==> src/rtl/packet_injector_pkg.sv <==
// packet_injector_pkg: packet field layout, FSM encoding and LFSR constants
package packet_injector_pkg;
    localparam int DEST_OFF   = 16;
    localparam int DEST_W     = 6;
    localparam int PKTID_OFF  = 6;
    localparam int PKTID_W    = 10;
    localparam int SENDER_OFF = 0;
    localparam int SENDER_W   = 6;
    localparam logic [15:0] LFSR_SEED = 16'hACE1;
    // x^16+x^14+x^13+x^11+1 in shift-right form taps bits 0,2,3,5
    localparam logic [15:0] LFSR_TAPS = 16'h002D;
    typedef enum logic [1:0] {IDLE, GAP, REQ, RELEASE} state_e;
    function automatic logic [5:0] fold_dest(logic [5:0] d, int dim_v);
        return {3'(int'(d[5:3]) % dim_v), 3'(int'(d[2:0]) % dim_v)};
    endfunction
endpackage

==> src/rtl/packet_injector_if.sv <==
// packet_injector_if: request/grant link between the injector and the router local port
interface packet_injector_if #(
    parameter int dataWidth = 32
);
    logic [dataWidth-1:0] PacketOut;
    logic                 ReqDnStr;
    logic                 GntDnStr;
    logic                 DnStrFull;
    modport master(output PacketOut, ReqDnStr, input GntDnStr, DnStrFull);
    modport slave(input PacketOut, ReqDnStr, output GntDnStr, DnStrFull);
endinterface

==> src/rtl/packet_injector_lfsr.sv <==
// injector_lfsr: 16-bit Fibonacci LFSR stepped by a strobe, low 6 bits feed the random destination
module injector_lfsr
    import packet_injector_pkg::*;
(
    input  logic       clk,
    input  logic       reset,
    input  logic       adv_i,
    output logic [5:0] rnd_o
);
    logic [15:0] lfsr_q, lfsr_d;
    always_comb lfsr_d = adv_i ? {^(lfsr_q & LFSR_TAPS), lfsr_q[15:1]} : lfsr_q;
    always_ff @(posedge clk or negedge reset)
        if (!reset) lfsr_q <= LFSR_SEED;
        else lfsr_q <= lfsr_d;
    assign rnd_o = lfsr_q[5:0];
endmodule

==> src/rtl/packet_injector.sv <==
// packet_injector: traffic generator feeding one packet at a time into a mesh router local port
module packet_injector
    import packet_injector_pkg::*;
#(
    parameter logic [5:0] ModuleID  = 6'b000_000,
    parameter int         dataWidth = 32,
    parameter int         dim       = 4
) (
    input  logic       clk,
    input  logic       reset,
    input  logic       Enable,
    input  logic [5:0] DestID,
    input  logic       RandDest,
    input  logic [7:0] GapCycles,
    input  logic [9:0] NumPackets,
    packet_injector_if.master dn,
    output logic [9:0] SentCount,
    output logic       Done
);
    state_e               state_q, state_d;
    logic [7:0]           cnt_q, cnt_d;
    logic [dataWidth-1:0] pkt_q, pkt_d, pkt_new;
    logic                 req_q, req_d, done_q, done_d, adv;
    logic [9:0]           pid_q, pid_d, sent_q, sent_d;
    logic [5:0]           rnd, dest_fold, dest;

    injector_lfsr u_lfsr (.clk(clk), .reset(reset), .adv_i(adv), .rnd_o(rnd));

    // fold into the mesh first so the self-avoidance flip sees the final address
    assign dest_fold = fold_dest(RandDest ? rnd : DestID, dim);
    assign dest = (RandDest && dest_fold == ModuleID) ? dest_fold ^ 6'b000_001 : dest_fold;

    always_comb begin
        pkt_new = '0;
        pkt_new[DEST_OFF +: DEST_W] = dest;
        pkt_new[PKTID_OFF +: PKTID_W] = pid_q;
        pkt_new[SENDER_OFF +: SENDER_W] = ModuleID;
    end

    always_comb begin
        state_d = state_q;
        cnt_d = cnt_q;
        pkt_d = pkt_q;
        req_d = req_q;
        pid_d = pid_q;
        sent_d = sent_q;
        done_d = done_q;
        adv = 1'b0;
        case (state_q)
            IDLE:
                if (Enable && !done_q) begin
                    state_d = GAP;
                    cnt_d = GapCycles;
                end
            GAP:
                if (cnt_q != 8'd0) cnt_d = cnt_q - 8'd1;
                else if (!dn.DnStrFull) begin
                    state_d = REQ;
                    req_d = 1'b1;
                    pkt_d = pkt_new;
                    adv = 1'b1;
                end
            REQ:
                if (dn.GntDnStr) begin
                    state_d = RELEASE;
                    req_d = 1'b0;
                    sent_d = (sent_q == 10'h3FF) ? sent_q : sent_q + 10'd1;
                    pid_d = pid_q + 10'd1;
                end
            RELEASE:
                if (!dn.GntDnStr) begin
                    if (NumPackets != 10'd0 && sent_q == NumPackets) begin
                        done_d = 1'b1;
                        state_d = IDLE;
                    end else if (Enable) begin
                        state_d = GAP;
                        cnt_d = GapCycles;
                    end else state_d = IDLE;
                end
            default: state_d = IDLE;
        endcase
    end

    always_ff @(posedge clk or negedge reset)
        if (!reset) begin
            state_q <= IDLE;
            cnt_q <= '0;
            pkt_q <= '0;
            req_q <= 1'b0;
            pid_q <= '0;
            sent_q <= '0;
            done_q <= 1'b0;
        end else begin
            state_q <= state_d;
            cnt_q <= cnt_d;
            pkt_q <= pkt_d;
            req_q <= req_d;
            pid_q <= pid_d;
            sent_q <= sent_d;
            done_q <= done_d;
        end

    assign dn.PacketOut = pkt_q;
    assign dn.ReqDnStr = req_q;
    assign SentCount = sent_q;
    assign Done = done_q;
endmodule

==> src/flat_wrapper.sv <==
// flat-port wrapper written by rule: the top's interface ports become plain ports
module packet_injector_flat import packet_injector_pkg::*;
#(
    parameter logic [5:0] ModuleID  = 6'b000_000,
    parameter int         dataWidth = 32,
    parameter int         dim       = 4
)
  (clk, reset, Enable, DestID, RandDest, GapCycles, NumPackets, SentCount, Done, dn_PacketOut, dn_ReqDnStr, dn_GntDnStr, dn_DnStrFull);
  packet_injector_if #(.dataWidth(dataWidth)) dn_i ();
  input  logic clk;
  input  logic reset;
  input  logic Enable;
  input  logic [5:0] DestID;
  input  logic RandDest;
  input  logic [7:0] GapCycles;
  input  logic [9:0] NumPackets;
  output logic [9:0] SentCount;
  output logic Done;
  output wire logic [$bits(dn_i.PacketOut)-1:0] dn_PacketOut;
  output wire logic [$bits(dn_i.ReqDnStr)-1:0] dn_ReqDnStr;
  input wire logic [$bits(dn_i.GntDnStr)-1:0] dn_GntDnStr;
  input wire logic [$bits(dn_i.DnStrFull)-1:0] dn_DnStrFull;
  assign dn_PacketOut = dn_i.PacketOut;
  assign dn_ReqDnStr = dn_i.ReqDnStr;
  assign dn_i.GntDnStr = dn_GntDnStr;
  assign dn_i.DnStrFull = dn_DnStrFull;
  packet_injector #(.ModuleID(ModuleID), .dataWidth(dataWidth), .dim(dim)) u_core (.clk(clk), .reset(reset), .Enable(Enable), .DestID(DestID), .RandDest(RandDest), .GapCycles(GapCycles), .NumPackets(NumPackets), .dn(dn_i), .SentCount(SentCount), .Done(Done));
endmodule
==> config.mk <==
export PLATFORM = sky130hd
export DESIGN_NAME = packet_injector_flat
export DESIGN_NICKNAME = d
export VERILOG_FILES = /design/src/rtl/packet_injector_pkg.sv /design/src/rtl/packet_injector_if.sv /design/src/rtl/packet_injector_lfsr.sv /design/src/rtl/packet_injector.sv /design/src/flat_wrapper.sv
export SDC_FILE = /design/constraint.sdc
export NUM_CORES = 1
export LEC_CHECK = 0
export BUFFER_PORTS_ARGS = -buffer_cell sky130_fd_sc_hd__buf_2
export CORE_UTILIZATION = 25
export DETAILED_ROUTE_END_ITERATION = 6
export GPL_TIMING_DRIVEN = 0
export PLACE_DENSITY = 0.39
export SLEW_MARGIN = 10
export SYNTH_ARGS = -nofsm -noshare
export SYNTH_HDL_FRONTEND = slang
export SYNTH_HIERARCHICAL = 1
export SYNTH_SLANG_ARGS = --single-unit
==> constraint.sdc <==
create_clock -name clk -period 4.5 [get_ports clk]
set_input_delay 0.225 -clock clk [delete_from_list [all_inputs] [get_ports clk]]
set_output_delay 0.225 -clock clk [all_outputs]
set_load 0.01 [all_outputs]
==> metrics.md <==
| Metric | Value |
|---|---|
| Initial Utilization | `26.1%` |
| First-pass GRT wire length | `11.7 mm` |
| Leakage power | `2.14 nW` |
| Storage element area | `1560 sq um` |
| First-pass iteration count of the detailed router | `4` |
| CTS max path bufs | `2` |
| Final critical delay including setup and external delays | `2.77 ns` |
| Global route total overflow | `0` |
| Post-Synthesis Cell Area | `3340 sq um` |
| Vias per std cell | `4.27` |
| Clk sinks | `62` |
| Final net count | `425` |
| Post-synthesis instance total | `303` |
| Instance area after placement | `3910 sq um` |
| Pin count of the biggest net entering global routing | `33` |
| Vias | `2399` |
| Post-Route Skew | `0.00717 ns` |
| Transition time of the tightest slew-check pin | `0.574 ns` |
| Total routing usage reported by global routing | `10.7%` |
| Cell Pwr Density | `301 nW/um^2` |
| Routability-driven placement congestion ratio | `0.721` |
| Worst hold path type | `primary input to register` |
| Clock latency on the worst-skew pair | `0.33 ns` |
| Die outline area | `13800 sq um` |
| DRC violation count after routing | `0` |
| Setup TNS | `0 ns` |
| Drt first-iter violations | `87` |
| Worst reg-to-reg setup slack | `1.73 ns` |
| Depth of the CTS H-tree | `3` |
| Height of the die | `118 um` |
| Total non-filler cell area in the finished layout | `4190 sq um` |
| CTS tree | `built` |
| Number of setup violations in the final report | `0` |
| Placeable core area | `12800 sq um` |
| Type of element capturing the critical path | `register` |
| Worst vdd ir | `0.161 mV` |
| Largest fanout of any net on the critical path | `10` |
| Max Cap Viol | `0` |
| Worst Path Arrival | `2.99 ns` |
| Fmax | `360 MHz` |
| Worst hold slack | `0.154 ns` |
| Post-route ant nets | `0` |
| Req. time, crit path | `4.71 ns` |
| Routed WL | `7.02 mm` |
| Routed wirelength normalized by instance count | `12.5 um` |
| Total number of placement rows | `41` |
| Number of clock buffers inserted by TritonCTS | `9` |
| Area added between synthesis and finish | `25.4%` |
| Number of endpoints with negative hold slack in the final report | `0` |
| Horizontal extent of the die | `118 um` |
| Number of cells in the finished layout apart from fillers | `562` |
| I/O Buffers | `52` |
| Antenna violations before repair | `0` |
| Vias in the first global route | `2382` |
| Type of the worst setup path | `register to register` |
| Nature of the critical path startpoint | `register` |
| Final critical-path share of the clock period | `61.6%` |
| Root cell of the clock tree | `sky130_fd_sc_hd__clkbuf_16` |
| Number of warnings issued by yosys | `6` |
| IO Pins | `74` |
| Synthesized area per cell | `11.0 sq um` |
| Multi-input gate area in the final layout | `1570 sq um` |
| Overall power | `0.00126 W` |
| Clock transition at the register clock pins on the worst setup and hold paths after CTS | `0.05 ns` |
| Slew headroom | `61.7%` |
| Filler cells | `1360` |
| Antenna fix cells | `0` |
| Max Transition Viols Final | `0` |
| Half-perimeter wire length of the detailed placement result | `5.14 mm` |
| Setup repair after global routing missed its margin | `false` |
| Commonest cells after routing, fill and taps aside | `sky130_fd_sc_hd__dfrtp_1, sky130_fd_sc_hd__buf_2, sky130_fd_sc_hd__buf_4, sky130_fd_sc_hd__nand2_1, sky130_fd_sc_hd__mux2_2` |
| Placed cells | `545` |
| Fraction of final layout cells sized beyond drive strength 1 | `33.8%` |
| Result of the run | `completed` |
| Most common cell after layout, fill and taps aside | `sky130_fd_sc_hd__dfrtp_1` |
==> worst max-delay path, cell delays in order (launching register included) <==
cell and delay [ns]:
sky130_fd_sc_hd__dfrtp_1 0.39, sky130_fd_sc_hd__inv_1 0.14, sky130_fd_sc_hd__ha_1 0.16, sky130_fd_sc_hd__or4b_4 0.47, sky130_fd_sc_hd__or4_1 0.50, sky130_fd_sc_hd__buf_6 0.18
sky130_fd_sc_hd__buf_6 0.15, sky130_fd_sc_hd__inv_1 0.09, sky130_fd_sc_hd__buf_6 0.15, sky130_fd_sc_hd__buf_12 0.14, sky130_fd_sc_hd__mux2_4 0.30
==> flip-flops by register name, indices dropped and copies added, names as in the netlist <==
| signal | count |
|---|---|
| u_core/Done | 1 |
| u_core/SentCount | 10 |
| u_core/cnt_q | 8 |
| u_core/dn.PacketOut | 14 |
| u_core/dn.ReqDnStr | 1 |
| u_core/pid_q | 10 |
| u_core/state_q | 2 |
| u_core/u_lfsr/lfsr_q | 16 |
==> cell type report <==
class                           count  area share [%]
Multi-Input combinational cell    218            37.5
Sequential cell                    62            37.3
Timing Repair Buffer               54            6.99
Clock buffer                       11            5.79
Buffer                             32            5.79
Tap cell                          172            5.13
Clock inverter                      5           0.806
Inverter                            8           0.716
==> final timing paths <==
kind	start	end	depth (start not counted)
min in group asynchronous	reset	u_core/dn.PacketOut[13]	2
setup / recovery	u_core/cnt_q[0]	u_core/u_lfsr/lfsr_q[9]	10
setup reg to reg	u_core/cnt_q[0]	u_core/u_lfsr/lfsr_q[9]	10
hold / removal	dn_GntDnStr	u_core/Done	2
max in group asynchronous	reset	u_core/u_lfsr/lfsr_q[11]	3
hold reg to reg	u_core/dn.PacketOut[16]	u_core/dn.PacketOut[16]	2
==> metal layers <==
metal | part of all wire [%] | vias up | GRT usage (%)
met3 | 4.9 | 10 | 3.29
met1 | 51 | 1121 | 14.5
met4 | 1.6 | 0 | 4.65
met5 | 0 | - | 0
met2 | 42 | 70 | 15.4
li1 | - | 1198 | -
==> per-stage QoR <==
stage          utilization, %  worst slack [ns]
2_1_floorplan               -              1.92
3_3_place_gp             30.3              1.72
3_5_place_dp             30.4              1.72
4_1_cts                  32.7              1.71
5_1_grt                  32.7              1.61
6_report                 32.7              1.73
==> what timing repair did <==
item | 4_1_cts | 5_1_grt
resized for setup | 0 | 0
endpoints found under the hold margin | 30 | 0
setup buffers | 0 | 0
hold buffers | 1 | 0
==> where the power goes <==
part / internal (W) / switching, W
Clock: 0.000387 / 0.000253
Sequential: 0.000561 / 0.000000868
Combinational: 0.0000268 / 0.0000321
Total: 0.000975 / 0.000286
(Power assumes the default switching activity.)
